===== src/rtl/lsu_pkg.sv =====
// Shared definitions for the LSU AXI master. This file holds the
// load/store op encodings, the controller state enum and the AXI OKAY
// response code.
package lsu_pkg;

   // Core-side access size and extension.
   // Stores use only OP_B, OP_H and OP_W.
   typedef enum logic [2:0] {
      OP_B  = 3'd0,
      OP_H  = 3'd1,
      OP_W  = 3'd2,
      OP_BU = 3'd4,
      OP_HU = 3'd5
   } lsu_op_e;

   // Controller states. Only one bus transaction is in flight at a time.
   typedef enum logic [2:0] {
      S_IDLE,
      S_RD_ADDR,
      S_RD_DATA,
      S_WR_REQ,
      S_WR_RESP
   } lsu_state_e;

   localparam logic [1:0] RESP_OKAY = 2'b00;

endpackage


===== src/rtl/lsu_align.sv =====
// Byte-lane logic for the LSU.
// The store path shifts the store data into its lane and builds the
// byte strobe. The load path picks the addressed byte or halfword out
// of the bus word and sign- or zero-extends it.
module lsu_align
   import lsu_pkg::*;
(
   input  logic [2:0]  st_op_i,
   input  logic [1:0]  st_addr_lo_i,
   input  logic [31:0] st_wdata_i,
   output logic [31:0] st_wdata_o,
   output logic [3:0]  st_wstrb_o,
   input  logic [2:0]  ld_op_i,
   input  logic [1:0]  ld_addr_lo_i,
   input  logic [31:0] ld_rdata_i,
   output logic [31:0] ld_data_o
);

   logic [15:0] ld_lane;

   // Store lane: shift the data up by the byte offset and strobe the touched bytes.
   always_comb begin
      // NOTE: every output gets a default before the case so no path can infer a latch.
      st_wdata_o = st_wdata_i << {st_addr_lo_i, 3'b000};
      st_wstrb_o = 4'hF;
      case (lsu_op_e'(st_op_i))
         OP_B:    st_wstrb_o = 4'b0001 << st_addr_lo_i;
         OP_H:    st_wstrb_o = 4'b0011 << st_addr_lo_i;
         default: st_wstrb_o = 4'hF;
      endcase
   end

   // Load lane: bring the addressed byte or half down to bit 0, then extend it per op.
   always_comb begin
      ld_lane   = 16'(ld_rdata_i >> {ld_addr_lo_i, 3'b000});
      ld_data_o = ld_rdata_i;
      case (lsu_op_e'(ld_op_i))
         OP_B:    ld_data_o = {{24{ld_lane[7]}}, ld_lane[7:0]};
         OP_BU:   ld_data_o = {24'h000000, ld_lane[7:0]};
         OP_H:    ld_data_o = {{16{ld_lane[15]}}, ld_lane};
         OP_HU:   ld_data_o = {16'h0000, ld_lane};
         default: ld_data_o = ld_rdata_i;
      endcase
   end

endmodule


===== src/rtl/lsu_axi_master.sv =====
// Single-outstanding AXI-lite style master for core loads and stores.
// A load runs IDLE -> RD_ADDR -> RD_DATA -> IDLE.
// A store runs IDLE -> WR_REQ -> WR_RESP -> IDLE.
// All bus-facing outputs are registered.
// Optional build macro: LSU_TIMEOUT_EN. When it is defined, a wait in
// RD_DATA or WR_RESP ends after TIMEOUT_CYC cycles with an error
// response. Without the macro, the wait is unbounded.
module lsu_axi_master
   import lsu_pkg::*;
#(
   parameter int TIMEOUT_CYC = 255
) (
   input  logic        clk,
   input  logic        rst,
   input  logic        req_valid,
   output logic        req_ready,
   input  logic        req_wen,
   input  logic [2:0]  req_op,
   input  logic [31:0] req_addr,
   input  logic [31:0] req_wdata,
   output logic        resp_valid,
   output logic [31:0] resp_rdata,
   output logic        resp_err,
   output logic        mem_awvalid,
   input  logic        mem_awready,
   output logic [31:0] mem_awaddr,
   output logic        mem_wvalid,
   input  logic        mem_wready,
   output logic [31:0] mem_wdata,
   output logic [7:0]  mem_wstrb,
   input  logic        mem_bvalid,
   output logic        mem_bready,
   input  logic [1:0]  mem_bresp,
   output logic        mem_arvalid,
   input  logic        mem_arready,
   output logic [31:0] mem_araddr,
   input  logic        mem_rvalid,
   output logic        mem_rready,
   input  logic [1:0]  mem_rresp,
   input  logic [31:0] mem_rdata
);

   lsu_state_e  state_q;
   logic [31:0] addr_q;
   logic [2:0]  op_q;
   logic [31:0] wdata_q;
   logic [3:0]  wstrb_q;
   logic        req_ready_q;
   logic        awvalid_q;
   logic        wvalid_q;
   logic        bready_q;
   logic        arvalid_q;
   logic        rready_q;
   logic        resp_valid_q;
   logic        resp_err_q;
   logic [31:0] resp_rdata_q;

   logic [31:0] st_wdata_al;
   logic [3:0]  st_wstrb_al;
   logic [31:0] ld_data_ext;
   logic        tmo_hit;

   lsu_align u_align (
      .st_op_i      (req_op),
      .st_addr_lo_i (req_addr[1:0]),
      .st_wdata_i   (req_wdata),
      .st_wdata_o   (st_wdata_al),
      .st_wstrb_o   (st_wstrb_al),
      .ld_op_i      (op_q),
      .ld_addr_lo_i (addr_q[1:0]),
      .ld_rdata_i   (mem_rdata),
      .ld_data_o    (ld_data_ext)
   );

`ifdef LSU_TIMEOUT_EN
   localparam int TW = $clog2(TIMEOUT_CYC + 1);

   logic [TW-1:0] tmo_q, tmo_d;

   // Response-wait counter: it counts the cycles already spent waiting and is cleared everywhere else.
   always_comb begin
      tmo_d   = '0;
      tmo_hit = (tmo_q == TW'(TIMEOUT_CYC - 1));
      if (state_q == S_RD_DATA || state_q == S_WR_RESP) tmo_d = tmo_q + 1'b1;
   end

   // Counter register.
   always_ff @(posedge clk) begin
      if (!rst) tmo_q <= '0;
      else      tmo_q <= tmo_d;
   end
`else
   // TIMEOUT_CYC only matters in the timeout build.
   logic unused_timeout_cyc;
   assign unused_timeout_cyc = ^TIMEOUT_CYC;
   assign tmo_hit            = 1'b0;
`endif

   // Controller FSM. Every bus-facing output is a register set here.
   always_ff @(posedge clk) begin
      // NOTE: sequential state uses non-blocking assignments only, so later reads in this block see the old value.
      if (!rst) begin
         // NOTE: the data/address registers are reset too, because they drive output ports that must read 0 in reset.
         state_q      <= S_IDLE;
         addr_q       <= '0;
         op_q         <= '0;
         wdata_q      <= '0;
         wstrb_q      <= '0;
         req_ready_q  <= 1'b0;
         awvalid_q    <= 1'b0;
         wvalid_q     <= 1'b0;
         bready_q     <= 1'b0;
         arvalid_q    <= 1'b0;
         rready_q     <= 1'b0;
         resp_valid_q <= 1'b0;
         resp_err_q   <= 1'b0;
         resp_rdata_q <= '0;
      end else begin
         resp_valid_q <= 1'b0;
         case (state_q)
            S_IDLE: begin
               req_ready_q <= 1'b1;
               if (req_valid && req_ready_q) begin
                  req_ready_q <= 1'b0;
                  addr_q      <= req_addr;
                  op_q        <= req_op;
                  if (req_wen) begin
                     wdata_q   <= st_wdata_al;
                     wstrb_q   <= st_wstrb_al;
                     awvalid_q <= 1'b1;
                     wvalid_q  <= 1'b1;
                     state_q   <= S_WR_REQ;
                  end else begin
                     arvalid_q <= 1'b1;
                     state_q   <= S_RD_ADDR;
                  end
               end
            end
            S_RD_ADDR: begin
               if (mem_arready) begin
                  arvalid_q <= 1'b0;
                  rready_q  <= 1'b1;
                  state_q   <= S_RD_DATA;
               end
            end
            S_RD_DATA: begin
               if (mem_rvalid) begin
                  rready_q     <= 1'b0;
                  resp_valid_q <= 1'b1;
                  resp_err_q   <= (mem_rresp != RESP_OKAY);
                  resp_rdata_q <= ld_data_ext;
                  req_ready_q  <= 1'b1;
                  state_q      <= S_IDLE;
               end else if (tmo_hit) begin
                  rready_q     <= 1'b0;
                  resp_valid_q <= 1'b1;
                  resp_err_q   <= 1'b1;
                  resp_rdata_q <= '0;
                  req_ready_q  <= 1'b1;
                  state_q      <= S_IDLE;
               end
            end
            S_WR_REQ: begin
               // The address and data channels retire independently. Move on once neither is still pending.
               if (mem_awready) awvalid_q <= 1'b0;
               if (mem_wready)  wvalid_q  <= 1'b0;
               if ((!awvalid_q || mem_awready) && (!wvalid_q || mem_wready)) begin
                  bready_q <= 1'b1;
                  state_q  <= S_WR_RESP;
               end
            end
            S_WR_RESP: begin
               if (mem_bvalid) begin
                  bready_q     <= 1'b0;
                  resp_valid_q <= 1'b1;
                  resp_err_q   <= (mem_bresp != RESP_OKAY);
                  resp_rdata_q <= '0;
                  req_ready_q  <= 1'b1;
                  state_q      <= S_IDLE;
               end else if (tmo_hit) begin
                  bready_q     <= 1'b0;
                  resp_valid_q <= 1'b1;
                  resp_err_q   <= 1'b1;
                  resp_rdata_q <= '0;
                  req_ready_q  <= 1'b1;
                  state_q      <= S_IDLE;
               end
            end
            default: state_q <= S_IDLE;
         endcase
      end
   end

   assign req_ready   = req_ready_q;
   assign resp_valid  = resp_valid_q;
   assign resp_rdata  = resp_rdata_q;
   assign resp_err    = resp_err_q;
   assign mem_awvalid = awvalid_q;
   assign mem_awaddr  = addr_q;
   assign mem_wvalid  = wvalid_q;
   assign mem_wdata   = wdata_q;
   assign mem_wstrb   = {4'b0000, wstrb_q};
   assign mem_bready  = bready_q;
   assign mem_arvalid = arvalid_q;
   assign mem_araddr  = addr_q;
   assign mem_rready  = rready_q;

endmodule


===== config.mk =====
export PLATFORM = sky130hd
export DESIGN_NAME = lsu_axi_master
export DESIGN_NICKNAME = d
export VERILOG_FILES = /design/src/rtl/lsu_pkg.sv /design/src/rtl/lsu_align.sv /design/src/rtl/lsu_axi_master.sv
export SDC_FILE = /design/constraint.sdc
export NUM_CORES = 1
export LEC_CHECK = 0
export BUFFER_PORTS_ARGS = -buffer_cell sky130_fd_sc_hd__buf_2
export CORE_UTILIZATION = 40
export CTS_CLUSTER_DIAMETER = 40
export DETAILED_ROUTE_END_ITERATION = 16
export PLACE_DENSITY = 0.72
export SYNTH_ARGS = -nofsm -noshare
export SYNTH_HDL_FRONTEND = slang
export SYNTH_SLANG_ARGS = --single-unit

===== constraint.sdc =====
create_clock -name clk -period 2.25 [get_ports clk]
set_clock_uncertainty 0.05 [all_clocks]
set_input_delay 0.45 -clock clk [delete_from_list [all_inputs] [get_ports clk]]
set_output_delay 0.45 -clock clk [all_outputs]
set_load 0.005 [all_outputs]

==> flow_summary.yaml <==
global_routing:
  grt_max_degree: 87
  grt_pass1_wl_um: 23900
  grt.total_usage: 0.230
  antenna_found_initial: 0
  grt.overflow.total: 0
  grt_pass1_vias: 4798
worst_setup_path:
  critPathArrivalTime_ns: 2.16
  startpoint: "state_q[2]$_SDFFE_PN0P_"
  path_max_fanout: 16
  start_kind: "flip-flop"
  r2r-end: "resp_rdata[17]$_SDFFE_PN0P_"
  r2r_cells: 3
  crit_end: "resp_rdata[17]$_SDFFE_PN0P_"
  r2r_slack_ns: 0.34
  end_kind: "flip-flop"
  cp_data_required_time_ns: 2.50
  worstSetupPathType: "flip-flop to flip-flop"
  worstReg2RegStart: "state_q[2]$_SDFFE_PN0P_"
floorplan:
  die_h_um: 117
  num_io_pins: 256
  start_util: 0.415
  num_rows: 41
  core_area_um2: 12700
  die_area_um2: 13700
  die_w_um: 117
finish:
  fin_area_um2: 7120
  multi_input_area_um2: 2500
  nets: 950
  final_cells: 1024
  final_common_cell: "buf_2"
  final_cell_mix: "buf_2 (251), nand2_1 (131), dfxtp_1 (114), a21oi_1 (75), nor2_1 (30)"
  ff_latch_area_um2: 2280
  layout-drive-gt1-share: 0.373
  n_fill_cell: 1191
  area_delta_synth_final_pct: 34.8
power_and_ir_drop:
  power_density_nw_per_um2: 842
  peakVddDrop_mv: 0.468
  power_leakage_nw: 3.27
  power_mw: 5.99
route:
  postRouteAntennaNets: 0
  viasPerCell: 5.15
  drt-total-wl_um: 15800
  num_vias: 5271
  first_pass_iters: 4
  drc: 0
  wl_per_cell_um: 15.4
  drtIter0Drc: 255
clock_tree:
  htree_levels: 4
  cts.path.max_buffers: 2
  cts_resized: 0
  cts.sinks: 114
  postCtsSetupBuffers: 0
  cts_tree: "built"
  clk_pin_slew_worst_paths_ns: 0.05
  numCtsBuffers: 17
  cts_root_buf: "clkbuf_16"
  cts_hold_buffers: 0
  clock_latency_ns: 0.41
status:
  status: "finished clean"
timing:
  setup_violations: 0
  report.final.hold_viol_count: 0
  drv_slew: 0
  worst_slew_pin_slew_ns: 0.656
  hold_slack_ns: 0.205
  setup_tns_ns: 0
  fmax_ghz: 0.524
  fin_crit_sh: 0.848
  relSlewSlack: 0.561
  finalCriticalPeriod_ns: 1.91
  rsz0062_at_grt: "false"
hold_path:
  hold_path_class: "input port to flip-flop"
  hp-start: "mem_rvalid"
place:
  dp.final_hpwl_um: 11600
  numPortBuffers: 251
  post_dp_cell_area_um2: 6440
  place_inst: 991
  gp_congestion: 0.828
logic_synthesis:
  async_reset_ff_frac: 0
  seq_area_frac_synth: 0.432
  syn_inst: 630
  synth.avg_cell_area_um2: 8.38
  ys_ff_latch: 114
  netlist-cell-type-count: 49
  synthesis.area_um2: 5280
  ys_warn_count: 0
  ys.flop_type: "dfxtp_1"
  synth_edf_count: 0
flow_run:
  drv_cap: 0
-- flip-flops by register name, indices dropped and copies added, names as in the netlist --
register and count:
mem_awvalid 1, mem_bready 1, req_ready 1, resp_valid 1, op_q 3, mem_wdata 32
mem_rready 1, state_q 3, mem_wvalid 1, mem_arvalid 1, wstrb_q 4, resp_err 1
mem_araddr 32, resp_rdata 32
-- cell type report --
cell class,count,area share
multi-input cells,429,0.351
clock buffers,22,0.0666
clock inverters,10,0.0285
inverters,7,0.00369
repair buffers,269,0.199
flip-flops and latches,114,0.320
diodes,1,0.000351
well taps,172,0.0302
-- critical path, stage by stage, from the launching register on --
cell	delay (ns)
dfxtp_1	0.57
and4bb_4	0.34
and3_1	0.39
a221o_1	0.43
-- through the flow --
stage / worst slack, ns / util
6_report: 0.341 / 0.560
5_1_grt: 0.246 / 0.560
4_1_cts: 0.352 / 0.560
3_5_place_dp: 0.368 / 0.506
3_3_place_gp: 0.390 / 0.506
2_1_floorplan: 0.589 / -
-- cell usage after synthesis (2+ instances only) --
master | count | share of area
mux2i_1 | 24 | 0.045
clkbuf_1 | 24 | 0.017
and3_1 | 3 | 0.0036
nor2b_1 | 6 | 0.0071
a32oi_1 | 2 | 0.0033
o21ai_0 | 13 | 0.012
nand3_1 | 17 | 0.016
nor2_1 | 30 | 0.021
buf_6 | 2 | 0.0043
a311oi_4 | 2 | 0.010
o21ai_1 | 8 | 0.0076
nor3_1 | 13 | 0.012
mux2_2 | 10 | 0.021
nand2_1 | 131 | 0.093
a311oi_1 | 2 | 0.0033
a221o_1 | 16 | 0.030
o2bb2ai_1 | 8 | 0.013
inv_1 | 7 | 0.0050
a211oi_1 | 10 | 0.014
dfxtp_1 | 114 | 0.43
o211ai_1 | 16 | 0.023
a22oi_1 | 8 | 0.011
and2_1 | 2 | 0.0024
buf_1 | 5 | 0.0036
buf_2 | 16 | 0.015
nand2b_1 | 8 | 0.0095
buf_4 | 36 | 0.051
a21oi_1 | 75 | 0.071
or3_1 | 2 | 0.0024
-- how the worst min path moves through the flow --
stage                                      end  cells past startpoint
global route           state_q[1]$_SDFFE_PN0P_                      2
finish                 state_q[1]$_SDFFE_PN0P_                      2
global placement    resp_rdata[0]$_SDFFE_PN0P_                      2
CTS                    state_q[1]$_SDFFE_PN0P_                      2
detailed placement  resp_rdata[0]$_SDFFE_PN0P_                      2
floorplan           resp_rdata[0]$_SDFFE_PN0P_                      2
-- report_power, final --
group	internal (mW)	leakage [nW]	switching, mW	total (mW)
Clock	2.16	0.330	0.904	3.06
Combinational	0.329	2.01	0.411	0.740
Sequential	2.12	0.925	0.0728	2.19
-- kinds of logic (layout without fill, tap and decap cells) --
kind of cell              Yosys count  in the layout  synth area share
and+or+nand+nor                   221            221             0.185
AOI/OAI and AO/OA                 168            168             0.213
DFF                               114            114             0.432
buffers and inverters              90            308            0.0962
muxes                              35             35            0.0711
other                               1              5          0.000710
xor gates and xnor gates            1              1           0.00166
-- metal layers --
metal	routed length [um]	track usage	vias up	share of wire
met5	0	0	-	0
met4	439	0.125	0	0.028
met3	1270	0.0752	33	0.080
met2	7710	0.395	233	0.49
met1	6340	0.253	2416	0.40
li1	-	-	2589	-
Note: power is estimated with default switching activity, not from simulation.
